[config.mk]
export PLATFORM = sky130hd
export DESIGN_NAME = pipelined_shifter_flat
export DESIGN_NICKNAME = d
export VERILOG_FILES = /design/src/rtl/pipelined_shifter_if.sv /design/src/rtl/pipelined_shifter.sv /design/src/flat_wrapper.sv
export SDC_FILE = /design/constraint.sdc
export NUM_CORES = 1
export LEC_CHECK = 0
export ABC_AREA = 1
export BUFFER_PORTS_ARGS = -buffer_cell sky130_fd_sc_hd__buf_2
export CORE_MARGIN = 2
export CORE_UTILIZATION = 40
export DETAILED_ROUTE_END_ITERATION = 16
export SLEW_MARGIN = 25
export SYNTH_ARGS = -nofsm -noshare
export SYNTH_HDL_FRONTEND = slang
export SYNTH_SLANG_ARGS = --single-unit
[constraint.sdc]
create_clock -name clk -period 3 [get_ports clk]
set_clock_uncertainty 0.1 [all_clocks]
set_input_delay 0.45 -clock clk [delete_from_list [all_inputs] [get_ports clk]]
set_output_delay 0.45 -clock clk [all_outputs]
set_load 0.005 [all_outputs]
[src/rtl/pipelined_shifter_if.sv]
// Request/result channel bundle for pipelined_shifter.
// slave is the shifter's view; master is the issue/writeback side.
interface pipelined_shifter_if #(
  parameter int XLEN  = 32,
  parameter int TAG_W = 5
);
  localparam int SHAMT_W = $clog2(XLEN);

  logic               in_valid;
  logic               in_ready;
  logic [XLEN-1:0]    in_data;
  logic [SHAMT_W-1:0] in_shamt;
  logic [2:0]         in_op;
  logic [TAG_W-1:0]   in_tag;

  logic               out_valid;
  logic               out_ready;
  logic [XLEN-1:0]    out_data;
  logic [TAG_W-1:0]   out_tag;
  logic               out_err;

  modport slave (
    input  in_valid, in_data, in_shamt, in_op, in_tag, out_ready,
    output in_ready, out_valid, out_data, out_tag, out_err
  );

  modport master (
    output in_valid, in_data, in_shamt, in_op, in_tag, out_ready,
    input  in_ready, out_valid, out_data, out_tag, out_err
  );
endinterface

[src/rtl/pipelined_shifter.sv]
// Pipelined barrel shifter: SLL/SRL/SRA (+ROL/ROR when SHIFT_ROTATE_EN is
// defined). The log2(XLEN) shift steps are spread over NSTAGE register
// stages; the last stage register drives the result channel directly.
// Optional macro: SHIFT_ROTATE_EN enables rotates; otherwise ops 011/100
// are reported as illegal and pass the operand through.
module pipelined_shifter #(
  parameter int XLEN   = 32,
  parameter int NSTAGE = 2,
  parameter int TAG_W  = 5
) (
  input logic                clk,
  input logic                rst_n,
  input logic                flush,
  pipelined_shifter_if.slave bus
);
  localparam int SHAMT_W = $clog2(XLEN);
  localparam int SPS     = (SHAMT_W + NSTAGE - 1) / NSTAGE;

  localparam logic [2:0] OP_SLL = 3'b000;
  localparam logic [2:0] OP_SRL = 3'b001;
  localparam logic [2:0] OP_SRA = 3'b010;
`ifdef SHIFT_ROTATE_EN
  localparam logic [2:0] OP_ROL = 3'b011;
  localparam logic [2:0] OP_ROR = 3'b100;
`endif

  // Applies the log2 steps lo..hi-1 selected by sh. Illegal requests pass
  // through untouched. SRA keeps bit XLEN-1 in place at every step, so the
  // fill is always the original sign bit.
  function automatic logic [XLEN-1:0] shift_steps(
    input logic [XLEN-1:0]    d,
    input logic [SHAMT_W-1:0] sh,
    input logic [2:0]         op,
    input logic               err,
    input int                 lo,
    input int                 hi
  );
    logic [XLEN-1:0] r;
    r = d;
    for (int j = 0; j < SHAMT_W; j++) begin
      if (!err && j >= lo && j < hi && sh[j]) begin
        case (op)
          OP_SLL:  r = r << (1 << j);
          OP_SRL:  r = r >> (1 << j);
          OP_SRA:  r = $unsigned($signed(r) >>> (1 << j));
`ifdef SHIFT_ROTATE_EN
          OP_ROL:  r = (r << (1 << j)) | (r >> (XLEN - (1 << j)));
          OP_ROR:  r = (r >> (1 << j)) | (r << (XLEN - (1 << j)));
`endif
          default: r = r;
        endcase
      end
    end
    return r;
  endfunction

  logic                r_vld   [NSTAGE];
  logic [XLEN-1:0]     r_data  [NSTAGE];
  logic [SHAMT_W-1:0]  r_shamt [NSTAGE];
  logic [2:0]          r_op    [NSTAGE];
  logic [TAG_W-1:0]    r_tag   [NSTAGE];
  logic                r_err   [NSTAGE];

  logic [NSTAGE-1:0]   w_adv;
  logic                w_in_ready;
  logic                w_err_in;

`ifdef SHIFT_ROTATE_EN
  assign w_err_in = (bus.in_op > 3'd4);
`else
  assign w_err_in = (bus.in_op > 3'd2);
`endif

  // Stage k may advance when it or any later stage holds a bubble, or the
  // consumer takes the result; written without a chain so it stays acyclic.
  always_comb begin
    w_adv = '0;
    for (int k = 0; k < NSTAGE; k++) begin
      w_adv[k] = bus.out_ready;
      for (int m = 0; m < NSTAGE; m++) begin
        if (m >= k && !r_vld[m]) w_adv[k] = 1'b1;
      end
    end
  end

  assign w_in_ready = w_adv[0] & ~flush;
  assign bus.in_ready  = w_in_ready;
  assign bus.out_valid = r_vld[NSTAGE-1];
  assign bus.out_data  = r_data[NSTAGE-1];
  assign bus.out_tag   = r_tag[NSTAGE-1];
  assign bus.out_err   = r_err[NSTAGE-1];

  for (genvar k = 0; k < NSTAGE; k++) begin : g_stage
    localparam int LO = k * SPS;
    localparam int HI = ((k + 1) * SPS > SHAMT_W) ? SHAMT_W : (k + 1) * SPS;

    logic [XLEN-1:0]    w_d;
    logic [SHAMT_W-1:0] w_sh;
    logic [2:0]         w_op;
    logic [TAG_W-1:0]   w_tag;
    logic               w_err;
    logic               w_v;
    logic [XLEN-1:0]    w_res;

    if (k == 0) begin : g_src
      assign w_d   = bus.in_data;
      assign w_sh  = bus.in_shamt;
      assign w_op  = bus.in_op;
      assign w_tag = bus.in_tag;
      assign w_err = w_err_in;
      assign w_v   = bus.in_valid & w_in_ready;
    end else begin : g_src
      assign w_d   = r_data[k-1];
      assign w_sh  = r_shamt[k-1];
      assign w_op  = r_op[k-1];
      assign w_tag = r_tag[k-1];
      assign w_err = r_err[k-1];
      assign w_v   = r_vld[k-1];
    end

    assign w_res = shift_steps(w_d, w_sh, w_op, w_err, LO, HI);

    // Stage valid: killed by reset or flush, otherwise follows the upstream valid on advance.
    always_ff @(posedge clk or negedge rst_n) begin
      if (!rst_n)        r_vld[k] <= 1'b0;
      else if (flush)    r_vld[k] <= 1'b0;
      else if (w_adv[k]) r_vld[k] <= w_v;
    end

    if (k == NSTAGE - 1) begin : g_out
      // Output stage payload: cleared by reset, loaded only with valid data so it holds under backpressure.
      always_ff @(posedge clk or negedge rst_n) begin
        if (!rst_n) begin
          r_data[k]  <= '0;
          r_shamt[k] <= '0;
          r_op[k]    <= '0;
          r_tag[k]   <= '0;
          r_err[k]   <= 1'b0;
        end else if (w_adv[k] && w_v) begin
          r_data[k]  <= w_res;
          r_shamt[k] <= w_sh;
          r_op[k]    <= w_op;
          r_tag[k]   <= w_tag;
          r_err[k]   <= w_err;
        end
      end
    end else begin : g_mid
      // Intermediate payload: no reset, loaded only when a valid entry moves in.
      always_ff @(posedge clk) begin
        if (w_adv[k] && w_v) begin
          r_data[k]  <= w_res;
          r_shamt[k] <= w_sh;
          r_op[k]    <= w_op;
          r_tag[k]   <= w_tag;
          r_err[k]   <= w_err;
        end
      end
    end
  end
endmodule

[src/flat_wrapper.sv]
// flat-port wrapper written by rule: the top's interface ports become plain ports
module pipelined_shifter_flat 
#(
  parameter int XLEN   = 32,
  parameter int NSTAGE = 2,
  parameter int TAG_W  = 5
)
  (clk, rst_n, flush, bus_in_valid, bus_in_data, bus_in_shamt, bus_in_op, bus_in_tag, bus_out_ready, bus_in_ready, bus_out_valid, bus_out_data, bus_out_tag, bus_out_err);
  pipelined_shifter_if #(.XLEN(XLEN), .TAG_W(TAG_W)) bus_i ();
  input logic clk;
  input logic rst_n;
  input logic flush;
  input wire logic [$bits(bus_i.in_valid)-1:0] bus_in_valid;
  input wire logic [$bits(bus_i.in_data)-1:0] bus_in_data;
  input wire logic [$bits(bus_i.in_shamt)-1:0] bus_in_shamt;
  input wire logic [$bits(bus_i.in_op)-1:0] bus_in_op;
  input wire logic [$bits(bus_i.in_tag)-1:0] bus_in_tag;
  input wire logic [$bits(bus_i.out_ready)-1:0] bus_out_ready;
  output wire logic [$bits(bus_i.in_ready)-1:0] bus_in_ready;
  output wire logic [$bits(bus_i.out_valid)-1:0] bus_out_valid;
  output wire logic [$bits(bus_i.out_data)-1:0] bus_out_data;
  output wire logic [$bits(bus_i.out_tag)-1:0] bus_out_tag;
  output wire logic [$bits(bus_i.out_err)-1:0] bus_out_err;
  assign bus_i.in_valid = bus_in_valid;
  assign bus_i.in_data = bus_in_data;
  assign bus_i.in_shamt = bus_in_shamt;
  assign bus_i.in_op = bus_in_op;
  assign bus_i.in_tag = bus_in_tag;
  assign bus_i.out_ready = bus_out_ready;
  assign bus_in_ready = bus_i.in_ready;
  assign bus_out_valid = bus_i.out_valid;
  assign bus_out_data = bus_i.out_data;
  assign bus_out_tag = bus_i.out_tag;
  assign bus_out_err = bus_i.out_err;
  pipelined_shifter #(.XLEN(XLEN), .NSTAGE(NSTAGE), .TAG_W(TAG_W)) u_core (.clk(clk), .rst_n(rst_n), .flush(flush), .bus(bus_i));
endmodule
==> After elaboration in Yosys (flattened, before gate mapping) <==
Index checks and enable logic that the tools add are counted.
{ "op_classes": {"order_cmp": 1, "n_eq_ne": 4, "muxes": 17, "bitwise": 3, "reduce_logical": 13} }
{ "op_table": {"columns": ["operator", "count"], "rows": [
  ["$pmux W32 S3", 5],
  ["$mux W32", 5],
  ["$logic_and A1 B1 Y1", 7],
  ["$mux W1", 7],
  ["$eq A3 B1 Y1 const B", 2],
  ["$eq A3 B2 Y1 const B", 2],
  ["$logic_not A3 Y1", 2],
  ["$reduce_bool A2 Y1", 2],
  ["$gt A3 B2 Y1 const B", 1],
  ["$and A1 B1 Y1", 2],
  ["$logic_not A1 Y1", 2],
  ["$not A1 Y1", 1]
]} }
{ "totals": {"ff_bits": 86, "inputBits": 50, "output_inout_bits": 40, "wordCells": 48} }

==> Longest topological paths before layout <==
Gate-level depths: netlist of run 1.
{ "logic_depth": {"word_depth": 8, "mapped_depth": 13, "mapped_depth_nobuf": 12} }

==> Least setup slack after synthesis of run 1 <==
OpenSTA, ideal clock, no wires.
{ "synth_path": {"kind": "input to register", "startpoint": "input port bus_out_ready", "endpoint": "register u_core.r_data, in the netlist u_core.g_stage[1].w_d[0] (enable)", "setup_ns": 0.443, "arrival_time_ns": 2.691, "t_required_ns": 2.457, "path_slack_ns": -0.234, "stages": 5, "n_path_buf": 0, "path_cell_list": "inv_1 -> nand2_1 -> nor2_1 -> or2_2 -> nor2_1"} }
{ "synth_via": {"elab_chain_len": 5} }
{ "synth_rtl": {"columns": ["element", "line", "rtl"], "rows": [
  ["start: declaration", "flat_wrapper.sv:18", "input wire logic [$bits(bus_i.out_ready)-1:0] bus_out_ready;"],
  ["$mux W1 (*) (2 in series)", "pipelined_shifter.sv:81", "if (m >= k && !r_vld[m]) w_adv[k] = 1'b1;"],
  ["$and A1 B1 Y1", "pipelined_shifter.sv:86", "assign w_in_ready = w_adv[0] & ~flush;"],
  ["$and A1 B1 Y1", "pipelined_shifter.sv:111", "assign w_v = bus.in_valid & w_in_ready;"],
  ["$logic_and A1 B1 Y1 (*)", "pipelined_shifter.sv:150", "if (w_adv[k] && w_v) begin"],
  ["end signal: indexed assignment", "pipelined_shifter.sv:151", "r_data[k] <= w_res;"],
  ["end: declaration", "pipelined_shifter.sv:58", "logic [XLEN-1:0] r_data [NSTAGE];"]
]} }
Mark *: on every way between the ends. The rest lies on a longest branch, timed or not.
A chain may end at the register's enable or synchronous reset.

==> Worst setup path in the final report of run 1 <==
{ "layout_path": {"startpoint": "register u_core.r_op, in the netlist u_core.g_stage[1].w_op[1]", "endpoint": "register u_core.r_data, in the netlist u_core.bus.out_data[16]"} }
{ "layout_via": {"elab_chain_len": 5, "elab_cells_between_ends": 7, "cone_classes": "eq/ne: 2; mux: 4; reduce/logical: 1"} }
{ "layout_rtl": {"columns": ["element", "line", "rtl"], "rows": [
  ["start: declaration", "pipelined_shifter.sv:60", "logic [2:0] r_op [NSTAGE];"],
  ["start signal: indexed assignment", "pipelined_shifter.sv:153", "r_op[k] <= w_op;"],
  ["$eq A3 B2 Y1 (tied with other cells)", "pipelined_shifter.sv:42", "case (op)"],
  ["$pmux W32 S3", "pipelined_shifter.sv:42", null],
  ["$mux W32", "pipelined_shifter.sv:41", "if (!err && j >= lo && j < hi && sh[j]) begin"],
  ["$pmux W32 S3", "pipelined_shifter.sv:42", null],
  ["$mux W32 (*)", "pipelined_shifter.sv:41", null],
  ["end signal: indexed assignment", "pipelined_shifter.sv:140", "r_data[k] <= w_res;"]
]} }
Marks and branches as above.

==> flow_metrics.py, run 1 <==
metrics = {
    "drt": {
        "drtAntennaViolNets": 0,
        "drc_errors": 0,
        "routed_via_density": 5.36,
        "num_vias": 5952,
        "drtIter0Drc": 460,
        "drtPass1Iterations": 5,
        "totalWireLength_mm": 16.9,
        "post_drt_wl_per_cell_um": 15.2,
    },
    "power_and_ir_drop": {
        "sequentialPowerShare_pct": 43.8,
        "p_int_mw": 2.23,
        "p_leak_nw": 3.27,
        "peakVddDrop_v": 0.000287,
        "p_switching_mw": 0.990,
        "combPwrFrac_pct": 22.2,
        "p_clk_share_pct": 34.0,
        "power_density_mw_per_mm2": 475,
        "swShare_pct": 30.8,
    },
    "finish": {
        "drive_above_1_share_pct": 17.2,
        "final_core_util_pct": 46.9,
        "nNetsFinal": 971,
        "fillCellCount": 1491,
        "multi_input_area_mm2": 0.00313,
        "register_area_mm2": 0.00229,
        "area_growth_pct": 15.2,
        "final_cells": 1110,
        "n_antenna_cell": 0,
    },
    "die": {
        "core_mm2": 0.0144,
        "ios": 90,
        "die_w_um": 125,
        "rows": 44,
        "initial_core_util_pct": 40.7,
        "fp.dieArea_mm2": 0.0157,
        "die_y_um": 125,
    },
    "logic_synthesis": {
        "synth_compound_area_share_pct": 13.8,
        "yosysMostFrequentCell": "nand2_1",
        "synth_top_family_by_area": "simple AND/OR/NAND/NOR gates",
        "synthArstFlopShare_pct": 48.2,
        "synth_xor_area_share_pct": 0,
        "syn_inst": 848,
        "synth_fa_ha_area_share_pct": 0,
        "yosys.area.top_type": "edfxtp_1",
        "synthesis.nets": 898,
        "synth.top_cell.area_share_pct": 22.0,
        "yosys.cell_types.count": 34,
        "synthTopCellsByCount": "333 x nand2_1, 148 x nand3_1, 49 x inv_1, 43 x edfxtp_1",
        "synth_edf_count": 43,
        "ys.flop_type": "edfxtp_1",
        "syn_avg_cell_area_um2": 6.93,
        "synth_seq_cells": 83,
        "yosys_warnings": 0,
        "muxShareOfSynthArea_pct": 0,
        "seq_area_frac_synth_pct": 39.0,
        "synth-simple-area-share_pct": 39.4,
        "synth_area_mm2": 0.00588,
        "synth_area_leaders": "edfxtp_1 22%, nand2_1 21%, dfrtp_1 17%",
    },
    "grt": {
        "antenna_found_initial": 0,
        "grt_usage_pct": 22.0,
        "grt_pass1_vias": 5472,
        "grt_max_degree": 48,
        "grt_pass1_wl_mm": 28.2,
        "overflow": 0,
    },
    "clock_tree": {
        "cts_tree": "yes",
        "clk_pin_slew_ps": 70,
        "cts_htree_levels": 3,
        "clockRootBuffer": "clkbuf_16",
        "clk_latency_ps": 340,
        "numCtsBuffers": 9,
        "postCtsSetupRepairBufs": 0,
        "cts_resized": 0,
        "holdBufCountCts": 0,
        "clock_path_buffers": 2,
        "clkSinkCount": 83,
    },
    "worst_setup_path": {
        "crit_required_ps": 3120,
        "cp_slowest_stage_delay_ps": 420,
        "cp_cell_sequence": "nor2_1, nand2_1, nand2_1, nand2_2, nor2_2, inv_1, a21oi_1, o21ai_0",
        "endpoint_kind": "flop",
        "crit_top_cell": "nand2_1",
        "reg2reg_from": "u_core.g_stage[1].w_op[1]",
        "start_kind": "flop",
        "reg2reg_slack_ps": 660,
        "critical_path.max_fanout": 16,
        "cp-startpoint": "u_core.g_stage[1].w_op[1]",
        "cp_slowest_cell": "edfxtp_1",
        "arrival_ps": 2460,
        "criticalPathCategory": "flop to flop",
    },
    "outcome": {
        "status": "complete, no violations",
    },
    "timing": {
        "fin_tns_setup_ps": 0,
        "slew_headroom_pct": 40.5,
        "fin_crit_sh_pct": 78.0,
        "setup_viol": 0,
        "worstMarginPinSlew_ps": 892,
        "fmax_mhz": 427,
        "rsz0062_at_grt": "no",
        "hold_violations": 0,
        "finalMaxSlewViolations": 0,
        "fin_crit_ps": 2340,
    },
    "placement": {
        "dpl.hpwl_mm": 12.8,
        "place_congestion": 0.958,
        "io_buffer_count": 89,
        "placedCellCount": 1092,
    },
    "worst_hold_path": {
        "hp-start": "bus_in_tag[1]",
        "min_path_type": "input pin to flop",
    },
    "run": {
        "drv_cap": 0,
    },
}
## worst max-delay path: cells and delay by family, from the launching register on
kind                   cells  cell delay, ps
AO/OA/AOI/OAI              2             260
buffers and inverters      1             220
flip-flops                 1             420
AND/OR/NAND/NOR            5            1220
## cell usage in the layout, fill, tap and decap left out, types with 16 or more instances in the layout
cell type,n
a22oi_1,16
buf_2,89
a21oi_1,33
nand2_1,333
dfrtp_1,40
nand3_1,148
inv_1,49
buf_4,17
o211ai_1,16
o21ai_1,19
edfxtp_1,43
o21ai_0,40
## logic make-up (layout without fill, tap and decap cells)
family | after synthesis | count (layout)
flip-flops | 83 | 83
AO/OA/AOI/OAI | 138 | 138
AND/OR/NAND/NOR | 526 | 526
buffers and inverters | 101 | 179
## flip-flops by register name, indices dropped and copies added, names as in the netlist
register,cells
u_core.g_stage.w_sh,2
u_core.g_stage.w_d,32
u_core.bus.out_err,1
u_core.bus.out_valid,1
u_core.g_stage.w_err,1
u_core.g_stage.w_v,1
u_core.g_stage.w_tag,5
u_core.g_stage.w_op,3
u_core.bus.out_tag,5
u_core.bus.out_data,32
## path summary, 6_finish.rpt
path | end | cells after the start
max | u_core.bus.out_data[16] | 8
min | u_core.g_stage[1].w_tag[1] | 1
max reg2reg | u_core.bus.out_data[16] | 8
min reg2reg | u_core.bus.out_tag[3] | 2
max in group asynchronous | u_core.bus.out_data[25] | 3
min in group asynchronous | u_core.bus.out_data[3] | 2
## power groups by stage
stage	clock network, mW	registers (mW)	logic, mW
after detailed placement	0	1.43	0.709
after floorplan	0	1.43	0.438
after global placement	0	1.43	0.706
after global routing	1.17	1.42	0.813
after CTS	1.12	1.41	0.712
final	1.09	1.41	0.715
## through the flow
stage                     hold WS, ps  cell area (µm²)  power [mW]  setup WS, ps
after floorplan                  54.4             5880        1.86           483
after global placement            321             6440        2.14           524
after detailed placement          327             6440        2.14           522
after CTS                         162             6740        3.24           680
after global routing              166             6770        3.41           441
final                             182             6770        3.22           660
## routing by layer
| layer | global-route usage (%) | routed length (µm) | vias up |
|---|---|---|---|
| met3 | 3.81 | 944 | 31 |
| met5 | 0 | 0 | - |
| met4 | 8.37 | 492 | 0 |
| met2 | 34.6 | 7620 | 205 |
| li1 | - | - | 2995 |
| met1 | 30.4 | 7860 | 2721 |
## final cells by class
class                   count  share of cell area [%]
multi-input cells         664                    46.3
flip-flops and latches     83                    33.9
repair buffers            108                    8.91
clock buffers              10                    3.70
well taps                 184                    3.40
inverters                  55                    3.09
clock inverters             6                   0.758
Power figures use the tool's default switching activity.
==> run 2: changes to the inputs <==
Clock period 3 ns to 2.18 ns, I/O delays scaled along.
==> run 2 against run 1 <==
Net effect: critical path depth increased by 2; final cell count increased by 1.9%; first-iteration DRC count increased by 8.0%; sequential share of layout area decreased by 1.3 points; combinational power increased by 43%; critical endpoint is now u_core.g_stage[1].w_d[26]; highest routed layer unchanged.
==> flow_metrics.py, run 2 (synthesis gave the netlist of run 1 again) <==
metrics = {
    "run": {
        "drv_cap": 0,
    },
    "clock_tree": {
        "postCtsSetupRepairBufs": 0,
        "numCtsBuffers": 9,
        "clk_pin_slew_ps": 70,
        "clkSinkCount": 83,
        "clockRootBuffer": "clkbuf_16",
        "cts_htree_levels": 3,
        "clk_latency_ps": 340,
        "clock_path_buffers": 2,
        "cts_tree": "yes",
    },
    "drt": {
        "wl_met3_mm": 1.02,
        "route.met2.wl_mm": 7.78,
        "drtAntennaViolNets": 0,
        "drc_errors": 0,
        "totalWireLength_mm": 17.0,
        "drtPass1Iterations": 5,
        "routed_via_density": 5.27,
        "top_layer": "met4",
        "num_vias": 5965,
        "post_drt_wl_per_cell_um": 15.0,
        "wl_met1_mm": 7.75,
        "drtIter0Drc": 497,
    },
    "worst_setup_path": {
        "arrival_ps": 1930,
        "crit_required_ps": 2150,
        "reg2reg_from": "u_core.g_stage[1].w_op[1]",
        "start_kind": "input pin",
        "endpoint_kind": "flop",
        "r2r-end": "u_core.bus.out_data[29]",
        "reg2reg_slack_ps": 220,
        "rr_worst_depth": 11,
        "cp_slowest_stage_delay_ps": 390,
        "criticalPathCategory": "input pin to flop",
        "cp_slowest_cell": "inv_2",
        "critical_path.max_fanout": 34,
        "cp_cell_sequence": "buf_2, a21oi_4, nand2_4, inv_2, nand3_1, and2_1, nand2_1, o211ai_2, nand2_1, nand3_1",
    },
    "die": {
        "die_w_um": 125,
        "core_mm2": 0.0144,
        "rows": 44,
        "initial_core_util_pct": 40.7,
        "fp.dieArea_mm2": 0.0157,
        "die_y_um": 125,
        "ios": 90,
    },
    "finish": {
        "area_growth_pct": 19.8,
        "final_cells": 1131,
        "final_cell_mix": "333 x nand2_1, 148 x nand3_1, 89 x buf_2",
        "drive_above_1_share_pct": 18.9,
        "nNetsFinal": 992,
        "final_common_cell": "nand2_1",
        "n_antenna_cell": 0,
    },
    "timing": {
        "fin_ws_ps": 218,
        "fin_crit_sh_pct": 90.0,
        "finalMaxSlewViolations": 0,
        "timing.hold.ws_ps": 58.7,
        "worstMarginPinSlew_ps": 521,
        "rsz0062_at_grt": "no",
        "fin_tns_setup_ps": 0,
        "fmax_mhz": 510,
        "slew_headroom_pct": 65.2,
        "hold_violations": 0,
        "fin_crit_ps": 1960,
        "setup_viol": 0,
    },
    "worst_hold_path": {
        "hp-start": "bus_in_tag[4]",
        "hold-path-endpoint": "u_core.g_stage[1].w_tag[4]",
        "min_path_type": "input pin to flop",
        "hold_depth": 1,
    },
    "grt": {
        "grt_max_degree": 46,
        "grt_pass1_wl_mm": 28.3,
        "overflow": 0,
        "grt_usage_pct": 22.1,
        "antenna_found_initial": 0,
        "grt_pass1_vias": 5592,
    },
    "outcome": {
        "status": "complete, no violations",
    },
    "power_and_ir_drop": {
        "power_density_mw_per_mm2": 642,
        "peakVddDrop_v": 0.000369,
        "p_leak_nw": 3.40,
    },
    "placement": {
        "placedCellCount": 1114,
        "place_ws_ps": -119,
        "dpl.hpwl_mm": 13.0,
        "place_congestion": 0.959,
        "io_buffer_count": 89,
    },
}
==> run 2: cell types whose count changed in the layout (fill, tap and decap cells not counted) <==
| cell | delta |
|---|---|
| buf_12 | +8 |
| buf_4 | +13 |
| clkbuf_16 | +1 |
| clkinv_1 | +1 |
| clkinv_2 | +1 |
| clkinv_4 | -1 |
| inv_2 | -1 |
| inv_4 | -1 |
| inv_6 | +1 |
| inv_8 | -1 |
| o21ai_0 | -2 |
| o21ai_1 | +2 |
==> run 2: repair_timing <==
item,4_1_cts,5_1_grt
resized for setup,0,3
hold endpoints to repair,40,0
hold buffers,1,0
setup endpoints to repair,0,1
==> run 2: power by group <==
| part | internal [mW] | total (mW) | switching, mW |
|---|---|---|---|
| Sequential | 1.84 | 1.94 | 0.0945 |
| Clock | 0.919 | 1.56 | 0.637 |
| Combinational | 0.398 | 1.02 | 0.626 |
| Total | 3.16 | 4.52 | 1.36 |
==> run 2: critical path, delay by kind of cell <==
kind | cells | cell delay, ps
simple gates | 6 | 740
compound gates | 2 | 320
buf+inv | 2 | 520
==> run 2: through the flow <==
step                power, mW  utilization (%)  area, µm²
finish                   4.52             48.8       7040
CTS                      4.56             48.8       7040
global placement         2.99             46.6       6720
detailed placement       2.99             46.6       6720
global route             4.78             48.8       7040
floorplan                2.57                -       5880
==> run 2: worst max path at each step <==
stage / startpoint / endpoint / slack, ps / depth (start not counted)
6_report: bus_in_op[1] / u_core.g_stage[1].w_d[26] / 220 / 10
5_1_grt: u_core.g_stage[1].w_op[1] / u_core.bus.out_data[29] / 30 / 11
4_1_cts: u_core.g_stage[1].w_op[1] / u_core.bus.out_data[9] / 190 / 11
3_5_place_dp: bus_in_op[1] / u_core.g_stage[1].w_d[26] / -120 / 10
3_3_place_gp: bus_in_op[1] / u_core.g_stage[1].w_d[26] / -110 / 10
2_1_floorplan: u_core.bus.out_valid / u_core.g_stage[1].w_d[0] / 210 / 4
==> run 2: cell type report <==
type	count	area, µm²
Fill cell	1514	7380
Multi-Input combinational cell	664	3130
Sequential cell	83	2290
Timing Repair Buffer	129	861
Clock buffer	11	275
Tap cell	184	230
Inverter	55	210
Clock inverter	5	37.5
==> run 2: routing by layer <==
metal / track usage [%] / vias up
met3: 3.34 / 33
met1: 30.8 / 2663
met5: 0 / -
met4: 8.17 / 0
met2: 35.0 / 236
li1: - / 3033
